--- config.mk ---
export PLATFORM = sky130hd
export DESIGN_NAME = result_serializer
export DESIGN_NICKNAME = d
export VERILOG_FILES = /design/src/rtl/result_serializer.sv
export SDC_FILE = /design/constraint.sdc
export NUM_CORES = 1
export LEC_CHECK = 0
export BUFFER_PORTS_ARGS = -buffer_cell sky130_fd_sc_hd__buf_2
export CORE_MARGIN = 2
export CORE_UTILIZATION = 55
export CTS_CLUSTER_SIZE = 16
export DETAILED_ROUTE_END_ITERATION = 8
export PLACE_DENSITY = 0.79
export SLEW_MARGIN = 25
export SYNTH_ARGS = -nofsm -noshare
export SYNTH_HDL_FRONTEND = slang
export SYNTH_SLANG_ARGS = --single-unit
--- constraint.sdc ---
create_clock -name clk -period 1.7 [get_ports clk]
set_input_delay 0.085 -clock clk [delete_from_list [all_inputs] [get_ports clk]]
set_output_delay 0.085 -clock clk [all_outputs]
set_load 0.02 [all_outputs]
--- src/rtl/result_serializer.sv ---
// Snapshots the 23-bit compressor result on a capture strobe and streams it
// LSB first, followed by an even-parity bit, over a valid/ready handshake.
module result_serializer #(
  parameter int WIDTH = 23,
  parameter int CNT_W = 8
) (
  input  logic             clk,
  input  logic             rst_n,
  input  logic             dst0,
  input  logic             dst1,
  input  logic             dst2,
  input  logic             dst3,
  input  logic             dst4,
  input  logic             dst5,
  input  logic             dst6,
  input  logic             dst7,
  input  logic             dst8,
  input  logic             dst9,
  input  logic             dst10,
  input  logic             dst11,
  input  logic             dst12,
  input  logic             dst13,
  input  logic             dst14,
  input  logic             dst15,
  input  logic             dst16,
  input  logic             dst17,
  input  logic             dst18,
  input  logic             dst19,
  input  logic             dst20,
  input  logic             dst21,
  input  logic             dst22,
  input  logic             capture,
  input  logic             ser_ready,
  output logic             ser_valid,
  output logic             ser_out,
  output logic             ser_last,
  output logic             busy,
  output logic [CNT_W-1:0] drop_count
);

  localparam int IDX_W = $clog2(WIDTH);
  localparam logic [IDX_W-1:0] LAST_IDX = IDX_W'(WIDTH - 1);

  typedef enum logic [1:0] {IDLE, DATA, PAR} state_t;

  state_t           state;
  logic [WIDTH-1:0] shreg;
  logic [IDX_W-1:0] idx;
  logic             parity;
  logic [WIDTH-1:0] snap;
  logic             xfer;
  logic             load;
  logic             drop;

  assign snap = WIDTH'({dst22, dst21, dst20, dst19, dst18, dst17, dst16, dst15,
                        dst14, dst13, dst12, dst11, dst10, dst9, dst8, dst7,
                        dst6, dst5, dst4, dst3, dst2, dst1, dst0});

  assign xfer = ser_valid & ser_ready;

  // A capture is accepted when idle, or on the very edge that completes the
  // parity bit so back-to-back frames leave no gap; otherwise it is dropped.
  assign load = capture && ((state == IDLE) || (state == PAR && xfer));
  assign drop = capture && !load && (state != IDLE);

  assign busy    = (state != IDLE);
  assign ser_out = (state == DATA) ? shreg[0] : (state == PAR) ? parity : 1'b0;

  always_ff @(posedge clk or negedge rst_n) begin
    if (!rst_n) begin
      state      <= IDLE;
      shreg      <= '0;
      idx        <= '0;
      parity     <= 1'b0;
      ser_valid  <= 1'b0;
      ser_last   <= 1'b0;
      drop_count <= '0;
    end else begin
      if (load) begin
        state     <= DATA;
        shreg     <= snap;
        parity    <= ^snap;
        idx       <= '0;
        ser_valid <= 1'b1;
        ser_last  <= 1'b0;
      end else begin
        case (state)
          DATA: begin
            if (xfer) begin
              shreg <= shreg >> 1;
              if (idx == LAST_IDX) begin
                state    <= PAR;
                ser_last <= 1'b1;
              end else begin
                idx <= idx + 1'b1;
              end
            end
          end
          PAR: begin
            if (xfer) begin
              state     <= IDLE;
              ser_valid <= 1'b0;
              ser_last  <= 1'b0;
            end
          end
          default: begin
            state     <= IDLE;
            ser_valid <= 1'b0;
            ser_last  <= 1'b0;
          end
        endcase
      end

      if (drop && (drop_count != '1))
        drop_count <= drop_count + 1'b1;
    end
  end

endmodule
==> metrics.md, run 1 <==
| Metric | Value |
|---|---|
| Crit Path Max Fanout | 4 |
| Final hold viol count | 0 |
| DIE WIDTH | 65.5 µm |
| Worst hold slack | 0.0253 ns |
| Critical Path Start Type | flop |
| DRC | 0 |
| All-Layer GR Usage | 21.2% |
| Post-synthesis sequential area ratio | 48.1% |
| Ant diodes | 0 |
| Port bufs | 38 |
| Arrival time worst endpoint | 1.78 ns |
| I/O pin count | 39 |
| Worst Tran Pin Value | 0.449 ns |
| Post-CTS Setup Bufs | 0 |
| Fillers | 283 |
| CP Capture Type | flop |
| Multi-input gate area | 1040 µm² |
| Post-route clock skew | 0.00660 ns |
| Mean Syn Cell Area | 10.2 µm² |
| Total of max-cap violations | 0 |
| Post-layout minimum cycle time | 1.58 ns |
| Clock Latency Late Sink | 0.29 ns |
| Leakage | 1.21 nW |
| CP Class | reg -> reg |
| CP max stage cell | dfrtp_1 |
| Total CTS buffers | 5 |
| PD cells | 1420 nW/µm² |
| Area growth from synthesis to final layout | 19.8% |
| Setup TNS | 0 ns |
| CP required | 1.90 ns |
| CTS clk-pin slew, worst paths | 0.08 ns |
| Period utilisation layout | 92.7% |
| Nets | 279 |
| Core area | 3660 µm² |
| Setup crit end | drop_count[5] |
| Endpoints failing setup | 0 |
| Avg WL per Cell | 13.1 µm |
| Number of global-route vias before repair | 1471 |
| Final worst setup slack | 0.125 ns |
| Share of cells above drive strength 1 | 24.5% |
| Design Power | 3.55 mW |
| Reg2reg end | drop_count[5] |
| H-tree depth | 2 |
| RSZ-0062 raised after global routing | false |
| Slowest stage delay, CP | 0.41 ns |
| Register area | 1000 µm² |
| Status | finished clean |
| FF-to-FF Start | drop_count[0] |
| Initial core utilization | 56.8% |
| 1st-pass router iterations | 4 |
| Iter 0 DRT Violations | 87 |
| Max VDD drop | 0.000714 V |
| CP Cell Sequence | ha_1, nand3_1, o221ai_1, nor2_2, nand3_1, xnor2_1 |
| Mapped Nets | 233 |
| Rows | 22 |
| TritonCTS clock tree | built |
| Vias per cell | 5.29 |
| Routed Wire Length | 3900 µm |
| ANT nets after route | 0 |
| Cell mode on critical path | nand3_1 |
| Die Height | 65.5 µm |
| Rel. slew slack | 70.1% |
| Dpl hpwl | 3000 µm |
| Synth unique cells | 32 |
| Dpl ws | 0.0749 ns |
| Synthesis-stage register bit count | 40 |
| Netlist Area Pre-Place | 2080 µm² |
| Worst min-delay path class | in -> reg |
| Worst hold start | dst5 |
| Cells on worst reg2reg path | 6 |
| Clk root buf | clkbuf_8 |
| Ys Warns | 0 |
| Max Slew Vio Count | 0 |
| Total gr overflow | 0 |
| Global-route wire length before repair | 6770 µm |
| Reg-to-reg setup timing slack | 0.12 ns |
| Mapped Cells | 203 |
| Max Fclk | 635 MHz |
| Largest net degree at the start of global routing | 35 |
| Die area | 4290 µm² |
| CTS Buffer Depth | 2 |
| Detailed-route via count | 1570 |
| Clk sink count | 40 |
| Gpl congestion | 0.742 |
| Final core occ | 68.1% |
| Crit path launch | drop_count[0] |
| Number of antenna violations at the first check in global routing | 0 |
state kept, by name (all words and copies together), names as in the netlist:
| register | count |
|---|---|
| ser_valid | 1 |
| state | 1 |
| idx | 5 |
| drop_count | 8 |
| ser_last | 1 |
| parity | 1 |
| shreg | 23 |
routing by layer:
layer / track usage, % / part of all wire [%] / vias to the layer above
met5: 0 / 0 / -
met2: 32.1 / 48 / 30
met1: 29.2 / 47 / 751
met3: 6.16 / 4.0 / 4
li1: - / - / 785
met4: 7.55 / 1.1 / 0
synthesized netlist by cell type:
library cell | number | area, µm²
a21boi_1 | 1 | 7.51
dfrtp_1 | 40 | 1000
mux2_4 | 1 | 15.0
or3_1 | 1 | 6.26
ha_1 | 3 | 37.5
o32ai_1 | 1 | 8.76
xnor2_2 | 1 | 16.3
xor2_1 | 7 | 61.3
nand3b_1 | 1 | 7.51
a211oi_1 | 1 | 7.51
buf_2 | 3 | 15.0
inv_1 | 5 | 18.8
o22ai_1 | 1 | 6.26
o21ai_0 | 27 | 135
nand2b_1 | 1 | 6.26
and4b_1 | 1 | 10.0
clkbuf_1 | 6 | 22.5
a22oi_1 | 1 | 7.51
or2_2 | 1 | 6.26
a21oi_1 | 2 | 10.0
and3_1 | 1 | 6.26
mux2i_1 | 22 | 220
nor3b_2 | 1 | 12.5
xnor2_1 | 22 | 193
nand4b_1 | 1 | 8.76
a41oi_1 | 1 | 8.76
o221ai_1 | 1 | 8.76
nand3_1 | 7 | 35.0
nand2_1 | 31 | 116
nand4_1 | 2 | 12.5
nor2_1 | 8 | 30.0
xnor3_1 | 1 | 22.5
worst max-delay path: cells and delay by family, from the launching register on:
family                   cells  cell delay [ns]
adder cells (fa/ha/maj)      1             0.23
XOR/XNOR                     1             0.19
flip-flops                   1             0.41
AO/OA/AOI/OAI                1             0.22
AND/OR/NAND/NOR              3             0.44
how the worst min path moves through the flow:
stage / endpoint / slack, ns / cells past startpoint
2_1_floorplan: drop_count[0] / -0.21 / 0
5_1_grt: shreg[18] / 0.03 / 3
4_1_cts: shreg[5] / 0.02 / 3
3_5_place_dp: drop_count[1] / 0.05 / 1
3_3_place_gp: drop_count[1] / 0.05 / 1
6_report: shreg[5] / 0.03 / 3
timing repair:
| action | 4_1_cts | 5_1_grt |
|---|---|---|
| endpoints found under the setup margin | 0 | 7 |
| gates resized for setup | 0 | 3 |
| hold buffers | 1 | 0 |
| endpoints found under the hold margin | 18 | 0 |
cells in the final DEF (no fill, tap or decap), drive strengths merged, types with 2 or more instances in the layout:
cell / n
buf: 47
dfrtp: 40
nand2: 31
o21ai: 27
xnor2: 23
mux2i: 22
nor2: 8
nand3: 7
xor2: 7
inv: 5
clkbuf: 5
ha: 3
a21oi: 2
nand4: 2
cells by family after synthesis:
group	synth area share [%]
compound gates	9.62
xor+xnor	14.1
fa+ha+maj	1.80
buf+inv	2.71
flops	48.1
mux	11.3
simple gates	12.4
stage by stage:
step | instances | area, µm²
after floorplan | 203 | 2080
after global placement | 289 | 2390
after detailed placement | 289 | 2390
after CTS | 297 | 2480
after global routing | 297 | 2490
final | 297 | 2490
area by class of cell:
cell class              count  area share, %
inverters                   5          0.753
well taps                  48           2.41
clock buffers               5           2.76
multi-input cells         149           41.7
repair buffers             48           11.7
clock inverters             2          0.502
flip-flops and latches     40           40.2
where the power goes:
part	total, mW	internal, mW	leakage [nW]	switching, mW
logic	1.34	0.636	0.656	0.704
clock network	0.591	0.278	0.0400	0.314
registers	1.62	1.33	0.511	0.293
total	3.55	2.24	1.21	1.31
Power figures use the tool's default switching activity.
==> run 2: changes to the inputs <==
- REMOVE_ABC_BUFFERS: default -> 1
==> run 2 against run 1 <==
  * Largest cell class unchanged
  * Register-to-register slack better by 0.05 ns
  * Cell area is 0.90% lower
  * Clock skew is 0.0018 ns lower
  * Combinational power hardly changed
  * Core utilization is 0.62 points lower
  * Final cell count is 0.67% higher
  * Critical endpoint is now drop_count[7]
==> metrics.md, run 2 (synthesis gave the netlist of run 1 again) <==
| Metric | Value |
|---|---|
| Status | finished clean (unchanged) |
| Design Power | 3.53 mW (was 3.55 mW) |
| CTS Buffer Depth | 2 (unchanged) |
| DIE WIDTH | 65.5 µm (unchanged) |
| Endpoints failing setup | 0 (unchanged) |
| All-Layer GR Usage | 20.5% (was 21.2%) |
| Crit path max-delay family | simple AND/OR/NAND/NOR gates (unchanged) |
| # resized after CTS | 0 (unchanged) |
| CP required | 1.88 ns (was 1.90 ns) |
| Total gr overflow | 0 (unchanged) |
| Max VDD drop | 0.000728 V (was 0.000714 V) |
| CTS clk-pin slew, worst paths | 0.07 ns (was 0.08 ns) |
| Iter 0 DRT Violations | 91 (was 87) |
| Detailed-route via count | 1579 (was 1570) |
| CP Class | reg -> reg (unchanged) |
| Largest regs | shreg (23), drop_count (8), idx (5) (unchanged) |
| DRC | 0 (unchanged) |
| Dpl hpwl | 2830 µm (was 3000 µm) |
| Fillers | 319 (was 283) |
| Initial core utilization | 56.8% (unchanged) |
| Vias per cell | 5.28 (was 5.29) |
| Clk root buf | clkbuf_8 (unchanged) |
| Crit Path Max Fanout | 4 (unchanged) |
| Max Slew Vio Count | 0 (unchanged) |
| Clock Latency Late Sink | 0.29 ns (about the same) |
| Critical Path Start Type | flop (unchanged) |
| CP max stage cell | dfrtp_1 (unchanged) |
| I/O pin count | 39 (unchanged) |
| Total of max-cap violations | 0 (unchanged) |
| Number of global-route vias before repair | 1498 (was 1471) |
| Clk sink count | 40 (unchanged) |
| Final cell count without fillers | 299 (was 297) |
| Post-route clock skew | 0.00484 ns (was 0.00660 ns) |
| Arrival time worst endpoint | 1.70 ns (was 1.78 ns) |
| Inst Count DP | 291 (was 289) |
| Largest net degree at the start of global routing | 41 (was 35) |
| 1st-pass router iterations | 4 (unchanged) |
| Total CTS buffers | 5 (unchanged) |
| Final hold viol count | 0 (unchanged) |
| Routed Wire Length | 3830 µm (was 3900 µm) |
| ANT nets after route | 0 (unchanged) |
| TritonCTS clock tree | built (unchanged) |
| Gpl congestion | 0.836 (was 0.742) |
| CP Cell Sequence | ha_1, nand3_1, o221ai_1, nor2_1, nand3_1, xnor2_1 (was ha_1, nand3_1, o221ai_1, nor2_2, nand3_1, xnor2_1) |
| Worst hold start | dst16 (was dst5) |
| CP Capture Type | flop (unchanged) |
| Most common library cell in the layout ignoring fill and taps | dfrtp_1 (unchanged) |
| Slowest stage delay, CP | 0.41 ns (about the same) |
| Share of cells above drive strength 1 | 23.5% (was 24.5%) |
| H-tree depth | 2 (unchanged) |
| Port bufs | 38 (unchanged) |
| Cell mode on critical path | nand3_1 (unchanged) |
| Rel. slew slack | 67.2% (was 70.1%) |
| RSZ-0062 raised after global routing | false (unchanged) |
| Die area | 4290 µm² (unchanged) |
| Post-layout minimum cycle time | 1.53 ns (was 1.58 ns) |
| FF-to-FF Start | drop_count[0] (unchanged) |
| Rows | 22 (unchanged) |
| Core area | 3660 µm² (unchanged) |
| Period utilisation layout | 89.8% (was 92.7%) |
| Avg WL per Cell | 12.8 µm (was 13.1 µm) |
| Largest register FFs | 23 (unchanged) |
| Number of antenna violations at the first check in global routing | 0 (unchanged) |
| Leakage | 1.21 nW (about the same) |
| Worst min-delay path class | in -> reg (unchanged) |
| PD cells | 1430 nW/µm² (was 1420 nW/µm²) |
| CP bufs+invs | 0 (unchanged) |
| Most frequent cells in the layout | dfrtp_1 (40), buf_2 (38), nand2_1 (31), o21ai_0 (27) (unchanged) |
| Max Fclk | 655 MHz (was 635 MHz) |
| Global-route wire length before repair | 6600 µm (was 6770 µm) |
| Placed Area | 2380 µm² (was 2390 µm²) |
| Reg with most FFs | shreg (unchanged) |
| Worst Tran Pin Value | 0.492 ns (was 0.449 ns) |
| Design area | 2470 µm² (was 2490 µm²) |
| Ant diodes | 0 (unchanged) |
| Nets | 281 (was 279) |
| Area growth from synthesis to final layout | 18.7% (was 19.8%) |
| Crit path launch | drop_count[0] (unchanged) |
| Die Height | 65.5 µm (unchanged) |
==> run 2: final timing paths <==
kind                            endpoint  slack [ns]  depth (start not counted)
max                        drop_count[7]        0.17                          6
min                            shreg[16]        0.02                          3
max reg2reg                drop_count[7]        0.17                          6
min reg2reg                drop_count[7]        0.51                          1
max in group asynchronous      shreg[18]        0.98                          3
min in group asynchronous  drop_count[5]        0.37                          3
==> run 2: where the power goes <==
part	total, mW	internal [mW]	switching (mW)
combinational	1.33	0.642	0.684
clock	0.594	0.279	0.315
sequential	1.62	1.33	0.290
==> run 2: what timing repair did <==
item                                   in CTS  in global routing
buffers inserted                            0                  0
endpoints found under the hold margin      40                  0
hold buffers                                1                  0
==> run 2: tightest hold or removal path, stage by stage <==
cell,delay [ns]
buf_2,0.09
nand2_1,0.04
o21ai_0,0.06
==> run 2: metrics by stage <==
step,hold WS [ns],worst slack [ns],TNS [ns],utilization (%)
2_1_floorplan,-0.211,-1.00,-24.10,-
3_3_place_gp,0.168,0.152,0,65.1
3_5_place_dp,0.171,0.0941,0,65.1
6_report,0.0183,0.173,0,67.5
4_1_cts,0.0121,0.159,0,67.5
5_1_grt,0.0172,0.00659,0,67.5
==> run 2: per-layer routing <==
layer	vias up	wire (µm)	track usage, %
li1	789	-	-
met1	751	1710	26.5
met2	33	1870	32.9
met3	6	178	6.34
met4	0	64	7.03
met5	-	0	0
==> run 2: cell type report <==
| type | count | area [µm²] | share of cell area [%] |
|---|---|---|---|
| Multi-Input combinational cell | 149 | 1030 | 41.7 |
| Sequential cell | 40 | 1000 | 40.5 |
| Timing Repair Buffer | 50 | 283 | 11.4 |
| Clock buffer | 6 | 72.6 | 2.94 |
| Tap cell | 48 | 60.1 | 2.43 |
| Inverter | 5 | 18.8 | 0.760 |
| Clock inverter | 1 | 5.00 | 0.203 |
==> run 3: changes to the inputs <==
- CORE_UTILIZATION: 55 -> 24
- PLACE_DENSITY: 0.79 -> default
==> run 3 against run 2 <==
  * Final cell count up 20%
  * Largest power group unchanged
  * Clock power up 34%
  * Setup slack worse by 0.013 ns
  * Critical path type unchanged
==> metrics.md, run 3 (synthesis gave the netlist of run 1 again) <==
| Metric | Value |
|---|---|
| ANT nets after route | 0 (unchanged) |
| Initial core utilization | 25.1% (was 56.8%) |
| Post-route clock skew | 0.00956 ns (was 0.00484 ns) |
| Dpl hpwl | 3200 µm (was 2830 µm) |
| Port bufs | 38 (unchanged) |
| Max VDD drop | 0.000487 V (was 0.000728 V) |
| Post-layout minimum cycle time | 1.54 ns (was 1.53 ns) |
| CTS Buffer Depth | 2 (unchanged) |
| Period utilisation layout | 90.6% (was 89.8%) |
| CP required | 1.87 ns (was 1.88 ns) |
| Number of antenna violations at the first check in global routing | 0 (unchanged) |
| Rel. slew slack | 68.7% (was 67.2%) |
| Design Power | 3.72 mW (was 3.53 mW) |
| Max Slew Vio Count | 0 (unchanged) |
| Total gr overflow | 0 (unchanged) |
| Largest regs | shreg (23), drop_count (8), idx (5) (unchanged) |
| Worst hold start | dst2 (was dst16) |
| Avg WL per Cell | 11.8 µm (was 12.8 µm) |
| Endpoints failing setup | 0 (unchanged) |
| Final cell count without fillers | 358 (was 299) |
| Total of max-cap violations | 0 (unchanged) |
| CTS clk-pin slew, worst paths | 0.09 ns (was 0.07 ns) |
| Worst Tran Pin Value | 0.469 ns (was 0.492 ns) |
| Vias per cell | 4.35 (was 5.28) |
| Critical Path Start Type | flop (unchanged) |
| DRC | 0 (unchanged) |
| Final worst setup slack | 0.160 ns (was 0.173 ns) |
| 1st-pass router iterations | 4 (unchanged) |
| Largest net degree at the start of global routing | 36 (was 41) |
| CP Class | reg -> reg (unchanged) |
| RSZ-0062 raised after global routing | false (unchanged) |
| CP max stage cell | dfrtp_1 (unchanged) |
| Crit path launch | ser_valid (was drop_count[0]) |
| Cell mode on critical path | buf_4 (was nand3_1) |
| Design area | 2600 µm² (was 2470 µm²) |
| Die Height | 97.1 µm (was 65.5 µm) |
| Nets | 282 (was 281) |
| CP Cell Sequence | a21boi_1, buf_4, nor3b_4, buf_4, o21ai_0 (was ha_1, nand3_1, o221ai_1, nor2_1, nand3_1, xnor2_1) |
| I/O pin count | 39 (unchanged) |
| Max Fclk | 649 MHz (was 655 MHz) |
| Core area | 8300 µm² (was 3660 µm²) |
| Number of global-route vias before repair | 1570 (was 1498) |
| Ant diodes | 0 (unchanged) |
| Rows | 33 (was 22) |
| Multi-input gate area | 1030 µm² (about the same) |
| CP Capture Type | flop (unchanged) |
| Most common library cell in the layout ignoring fill and taps | dfrtp_1 (unchanged) |
| Worst min-delay path class | in -> reg (unchanged) |
| Area growth from synthesis to final layout | 25.1% (was 18.7%) |
| Slowest stage delay, CP | 0.48 ns (was 0.41 ns) |
| Total CTS buffers | 5 (unchanged) |
| Share of cells above drive strength 1 | 24.9% (was 23.5%) |
| TritonCTS clock tree | built (unchanged) |
| CP bufs+invs | 2 (was 0) |
| Detailed-route via count | 1559 (was 1579) |
| Crit path max-delay family | flip-flops (was simple AND/OR/NAND/NOR gates) |
| Routed Wire Length | 4220 µm (was 3830 µm) |
| Global-route wire length before repair | 7150 µm (was 6600 µm) |
| Most frequent cells in the layout | dfrtp_1 (40), buf_2 (38), nand2_1 (31), o21ai_0 (27) (unchanged) |
| Reg with most FFs | shreg (unchanged) |
| Iter 0 DRT Violations | 109 (was 91) |
| Register area | 1000 µm² (unchanged) |
| Leakage | 1.24 nW (was 1.21 nW) |
| Clock Latency Late Sink | 0.30 ns (was 0.29 ns) |
| PD cells | 1430 nW/µm² (about the same) |
| Inst Count DP | 349 (was 291) |
| Crit Path Max Fanout | 16 (was 4) |
| Status | finished clean (unchanged) |
| Clk sink count | 40 (unchanged) |
| Largest register FFs | 23 (unchanged) |
| All-Layer GR Usage | 9.24% (was 20.5%) |
| Placed Area | 2470 µm² (was 2380 µm²) |
| Clk root buf | clkbuf_8 (unchanged) |
| Gpl congestion | 0.758 (was 0.836) |
| DIE WIDTH | 97.1 µm (was 65.5 µm) |
| Final hold viol count | 0 (unchanged) |
| FF-to-FF Start | ser_valid (was drop_count[0]) |
| Dpl ws | 0.166 ns (was 0.0941 ns) |
| H-tree depth | 2 (unchanged) |
| Arrival time worst endpoint | 1.71 ns (was 1.70 ns) |
| Die area | 9430 µm² (was 4290 µm²) |
| Fillers | 864 (was 319) |
| Worst hold slack | 0.0120 ns (was 0.0183 ns) |
## run 3: final cells by class
cell class,instances,share of cell area [%]
timing repair buffer,51,11.6
multi-input combinational,149,39.7
clock buffer,5,2.64
inverter,5,0.721
sequential,40,38.5
clock inverter,3,1.83
tap,105,5.05
## run 3: tightest hold or removal path, cell delays in order
cell     delay [ns]
buf_2          0.09
nand2_1        0.04
o21ai_0        0.06
## run 3: routing by layer
layer / GRT usage (%) / share of wire, %
met3: 3.74 / 5.5
met2: 14.6 / 47
met4: 3.58 / 1.5
met5: 0 / 0
met1: 11.3 / 46
## run 3: what timing repair did
action | 4_1_cts | 5_1_grt
hold buffers | 1 | 0
setup buffers | 0 | 0
endpoints found under the hold margin | 18 | 0
resized for setup | 0 | 1
setup endpoints to repair | 0 | 1
## run 3: where the power goes
group | switching, mW | leakage (nW) | internal (mW)
clock | 0.353 | 0.0583 | 0.442
combinational | 0.672 | 0.666 | 0.634
sequential | 0.297 | 0.511 | 1.32
## run 3: worst paths after layout
kind | slack, ns | depth (start not counted) | endpoint
worst max-delay path | 0.16 | 5 | shreg[22]
worst min-delay path | 0.01 | 3 | shreg[2]
worst max register to register | 0.16 | 5 | shreg[22]
worst min register to register | 0.50 | 1 | drop_count[7]
max in group asynchronous | 0.89 | 3 | shreg[4]
min in group asynchronous | 0.27 | 2 | idx[2]
## run 3: stage by stage
step,TNS [ns],util (%)
2_1_floorplan,-24.10,-
3_3_place_gp,0,29.8
3_5_place_dp,0,29.8
4_1_cts,0,31.3
5_1_grt,0,31.4
6_report,0,31.4
